[config.mk]
export PLATFORM = sky130hd
export DESIGN_NAME = vga_sync_gen
export DESIGN_NICKNAME = d
export VERILOG_FILES = /design/src/rtl/vga_sync_gen.sv
export SDC_FILE = /design/constraint.sdc
export NUM_CORES = 1
export LEC_CHECK = 0
export CORE_UTILIZATION = 35
export CTS_BUF_LIST = sky130_fd_sc_hd__clkbuf_4 sky130_fd_sc_hd__clkbuf_8
export DETAILED_ROUTE_END_ITERATION = 6
export PLACE_DENSITY_LB_ADDON = 0.3
export SYNTH_ARGS = -nofsm -noshare
export SYNTH_HDL_FRONTEND = slang
export SYNTH_SLANG_ARGS = --single-unit
[constraint.sdc]
create_clock -name clk -period 2.35 [get_ports clk]
set_clock_uncertainty 0.1 [all_clocks]
set_input_delay 0.47 -clock clk [delete_from_list [all_inputs] [get_ports clk]]
set_output_delay 0.47 -clock clk [all_outputs]
set_load 0.05 [all_outputs]
[src/rtl/vga_sync_gen.sv]
// VGA timing generator: pixel-enable divider, x/y raster counters, and
// registered hsync/vsync/video_on aligned with the counters they describe.
// Optional feature: define VGA_SYNC_FRAME_TICK_EN to generate frame_tick.
// Without it, frame_tick is tied to 0 and no logic is built for it.
module vga_sync_gen #(
  parameter int unsigned CLK_DIV   = 4,
  parameter int unsigned H_DISPLAY = 640,
  parameter int unsigned H_FRONT   = 16,
  parameter int unsigned H_SYNC    = 96,
  parameter int unsigned H_BACK    = 48,
  parameter int unsigned V_DISPLAY = 480,
  parameter int unsigned V_FRONT   = 10,
  parameter int unsigned V_SYNC    = 2,
  parameter int unsigned V_BACK    = 33
) (
  input  logic       clk,
  input  logic       rstn,
  output logic       p_tick,
  output logic [9:0] pixel_x,
  output logic [9:0] pixel_y,
  output logic       video_on,
  output logic       hsync,
  output logic       vsync,
  output logic       frame_tick
);

  localparam int unsigned H_TOTAL  = H_DISPLAY + H_FRONT + H_SYNC + H_BACK;
  localparam int unsigned V_TOTAL  = V_DISPLAY + V_FRONT + V_SYNC + V_BACK;
  localparam int unsigned HS_START = H_DISPLAY + H_FRONT;
  localparam int unsigned HS_END   = HS_START + H_SYNC - 1;
  localparam int unsigned VS_START = V_DISPLAY + V_FRONT;
  localparam int unsigned VS_END   = VS_START + V_SYNC - 1;
  localparam int unsigned DIV_W    = (CLK_DIV > 1) ? $clog2(CLK_DIV) : 1;

  // Raster totals must fit the 10-bit counters.
  if (H_TOTAL > 1024 || V_TOTAL > 1024) begin : g_bad_total
    $error("vga_sync_gen: H_TOTAL/V_TOTAL exceed 1024");
  end

  logic [DIV_W-1:0] div_q;
  logic [DIV_W-1:0] div_d;
  logic             tick_d;
  logic [9:0]       x_d;
  logic [9:0]       y_d;

  // Next-state divider and raster counters; outputs are registered from these.
  always_comb begin
    div_d = div_q + DIV_W'(1);
    if (div_q == DIV_W'(CLK_DIV - 1)) begin
      div_d = '0;
    end
    tick_d = (div_d == DIV_W'(CLK_DIV - 1));

    x_d = pixel_x;
    y_d = pixel_y;
    if (p_tick) begin
      if (pixel_x == 10'(H_TOTAL - 1)) begin
        x_d = '0;
        if (pixel_y == 10'(V_TOTAL - 1)) begin
          y_d = '0;
        end else begin
          y_d = pixel_y + 10'd1;
        end
      end else begin
        x_d = pixel_x + 10'd1;
      end
    end
  end

  // Divider, counters and sync/blank outputs, all updated on the same edge.
  always_ff @(posedge clk or negedge rstn) begin
    if (!rstn) begin
      div_q    <= '0;
      p_tick   <= (CLK_DIV == 1);
      pixel_x  <= '0;
      pixel_y  <= '0;
      hsync    <= 1'b1;
      vsync    <= 1'b1;
      video_on <= 1'b1;
    end else begin
      div_q    <= div_d;
      p_tick   <= tick_d;
      pixel_x  <= x_d;
      pixel_y  <= y_d;
      hsync    <= !((x_d >= 10'(HS_START)) && (x_d <= 10'(HS_END)));
      vsync    <= !((y_d >= 10'(VS_START)) && (y_d <= 10'(VS_END)));
      video_on <= (x_d < 10'(H_DISPLAY)) && (y_d < 10'(V_DISPLAY));
    end
  end

`ifdef VGA_SYNC_FRAME_TICK_EN
  // One-clk pulse on the pixel tick that enters vertical blanking at (0, V_DISPLAY).
  always_ff @(posedge clk or negedge rstn) begin
    if (!rstn) begin
      frame_tick <= 1'b0;
    end else begin
      frame_tick <= tick_d && (x_d == 10'd0) && (y_d == 10'(V_DISPLAY));
    end
  end
`else
  assign frame_tick = 1'b0;
`endif

endmodule

==> insert_results.sql <==
INSERT INTO impl_metrics (metric_group, metric, value, unit) VALUES
('cts', 'cts.sinks', '26', ''),
('synth', 'xor_xnor_share_of_the_synthesized_area', '0.04046', ''),
('synth', 'synth_seq_area_share', '0.4319', ''),
('synth', 'total_of_flip_flops_plus_latches_after_synthesis', '26', ''),
('placed_design', 'place_congestion', '0.8039', ''),
('finish', 'sequential_cell_area', '656.9', 'um2'),
('cts', 'number_of_hold_buffers_added_after_cts', '0', ''),
('cts', 'cts.path.max_buffers', '2', ''),
('floorplanning', 'floorplan.initialDensity', '0.3708', ''),
('timing', 'period_share', '0.9375', ''),
('cts', 'post_cts_setup_inserts', '0', ''),
('cts', 'cts.htree.levels', '1', ''),
('critical_path', 'critical_path_class', 'reg -> out', ''),
('floorplanning', 'core_area', '0.004086', 'mm2'),
('global_route', 'grt_remaining_overflow', '0', ''),
('synth', 'number_of_flops_mapped_to_enable_cells_by_yosys', '0', ''),
('synth', 'synthFlopType', 'dfrtp_1', ''),
('global_route', 'global_route.usage.total', '0.1566', ''),
('floorplanning', 'die_w', '67.80', 'um'),
('critical_path', 'critPathSlowestCell', 'clkdlybuf4s50_1', ''),
('critical_path', 'critPathArrivalTime', '1630', 'ps'),
('finish', 'multi_input_comb_area', '773.2', 'um2'),
('critical_path', 'setup.worst_path.end_class', 'primary output', ''),
('global_route', 'antenna_found_initial', '0', ''),
('drt', 'drtIter0Drc', '65', ''),
('timing', 'finalSetupViolCount', '0', ''),
('run', 'drv_cap', '0', ''),
('cts', 'insertion_delay', '270', 'ps'),
('pwr', 'p_leak', '0.7535', 'nW'),
('timing', 'rsz_0062_raised_after_global_routing', 'no', ''),
('placed_design', 'detailed_place.area', '0.001837', 'mm2'),
('timing', 'final.min_clock_period', '2203', 'ps'),
('placed_design', 'post-dp-hpwl', '2359', 'um'),
('placed_design', 'portBuffers', '25', ''),
('timing', 'final-max-slew-violation-count', '0', ''),
('finish', 'finalInstanceArea', '0.001892', 'mm2'),
('cts', 'cts_root_buffer', 'clkbuf_8', ''),
('cts', 'worst_setup_hold_path_clk_slew', '90', 'ps'),
('global_route', 'grt_first_pass_wirelength', '5375', 'um'),
('synth', 'syn_inst', '165', ''),
('global_route', 'grt_max_degree', '27', ''),
('pwr', 'irDropWorstVdd', '219.6', 'uV'),
('finish', 'leading_cell_type_in_the_layout_fill_and_taps_excluded', 'clkdlybuf4s50_1', ''),
('cts', 'cts_bufs_inserted', '3', ''),
('synth', 'synthesis.area_per_instance', '9.183', 'um2'),
('synth', 'synth_fa_ha_area_frac', '0.04129', ''),
('critical_path', 'timing.critical_path.from_type', 'register', ''),
('synth', 'compound_gate_portion_of_the_synthesized_area', '0.1618', ''),
('floorplanning', 'height_of_the_chip', '67.80', 'um'),
('global_route', 'grt_pass1_vias', '1164', ''),
('timing', 'hold_vio_cnt_final', '0', ''),
('finish', 'insertedDiodeCount', '0', ''),
('finish', 'layout_cells_sized_above_1', '0.1036', ''),
('cts', 'clock_tree_from_tritoncts', 'built', ''),
('drt', 'final_antenna_net_count', '0', ''),
('drt', 'via_count', '1294', ''),
('synth', 'combinational_family_with_the_most_area_after_synthesis', 'simple AND/OR/NAND/NOR gates', ''),
('timing', 'timing.fmax', '0.4539', 'GHz'),
('floorplanning', 'floorplan.rows', '23', ''),
('synth', 'synth-warning-count', '0', ''),
('pwr', 'cellPowerDensity', '396.2', 'mW/mm2'),
('drt', 'detail_route.vias_per_cell', '5.325', ''),
('worst_hold_path', 'timing.hold.worst.class', 'reg -> reg', ''),
('floorplanning', 'die_area', '0.004596', 'mm2'),
('finish', 'nets', '201', ''),
('synth', 'ys_async_sr_fraction', '1.000', ''),
('timing', 'worst_slew_pin_slew', '501.6', 'ps'),
('critical_path', 'path_delay_family', 'buffers and inverters', ''),
('timing', 'maxSlewHeadroom', '0.6645', ''),
('floorplanning', 'io-pin-count', '27', ''),
('run_status', 'result_of_the_run', 'complete, no violations', '');
==> worst paths after layout <==
kind,start,endpoint,slack (ps),depth (start not counted)
min,div_q[0],div_q[0],360,1
max,pixel_x[5],pixel_x[5],150,1
min reg2reg,div_q[0],div_q[0],360,1
max reg2reg,pixel_y[0],vsync,240,6
max in group asynchronous,rstn,video_on,1390,2
min in group asynchronous,rstn,pixel_y[8],470,2
==> routing by layer <==
layer / global-route usage / vias up / part of all wire
li1: - / 659 / -
met1: 0.2171 / 608 / 0.50
met2: 0.2488 / 23 / 0.46
met3: 0.02027 / 4 / 0.031
met4: 0.05469 / 0 / 0.012
met5: 0 / - / 0
==> through the flow <==
step | hold WS, ps | instances | total power (W) | util | setup WS [ps]
6_report | 358.7 | 243 | 0.0007496 | 0.4630 | 146.9
5_1_grt | 399.5 | 243 | 0.0007846 | 0.4630 | 54.64
4_1_cts | 365.1 | 243 | 0.0007607 | 0.4630 | 131.4
3_5_place_dp | 353.5 | 239 | 0.0004714 | 0.4495 | 262.1
3_3_place_gp | 338.4 | 239 | 0.0004713 | 0.4495 | 315.7
2_1_floorplan | 74.41 | 165 | 0.0004608 | - | 34.96
==> final cells by class <==
class / count / share of cell area
Clock buffer: 4 / 0.02910
Timing Repair Buffer: 29 / 0.1481
Sequential cell: 26 / 0.3472
Tap cell: 50 / 0.03307
Multi-Input combinational cell: 117 / 0.4087
Inverter: 17 / 0.03373
==> registers in the layout, indices dropped and copies added (netlist names) <==
signal	count
pixel_y	10
p_tick	1
pixel_x	10
hsync	1
vsync	1
video_on	1
div_q	2
==> cell families after synthesis <==
logic type | after synthesis
simple gates | 64
compound gates | 37
flops | 26
buf+inv | 22
xor+xnor | 7
fa+ha+maj | 5
mux | 3
other cells | 1
==> report_power, final <==
part           leakage, nW  total [W]  switching [W]  internal (W)
registers            0.335   0.000447              0      0.000447
clock network       0.0288   0.000288       0.000138      0.000150
logic                0.390  0.0000146      0.0000121    0.00000254
total                0.753   0.000750       0.000150      0.000599
==> cell usage after synthesis, types with 2 or more instances <==
library cell,n,area share
inv_1,16,0.040
nand2_1,16,0.040
clkbuf_1,3,0.0074
a21oi_1,8,0.026
o21ai_0,8,0.026
and3_1,3,0.012
nor2_1,3,0.0074
o21a_1,3,0.015
dfstp_2,3,0.052
o31ai_1,3,0.015
a311oi_1,2,0.012
dfrtp_1,23,0.38
xnor2_1,6,0.035
mux2i_1,2,0.013
nand3_1,14,0.046
or3_1,3,0.012
o22ai_1,5,0.021
ha_1,5,0.041
nand4_1,3,0.012
and4_1,2,0.012
nor3_1,6,0.020
and2_1,4,0.017
(Power assumes the default switching activity.)
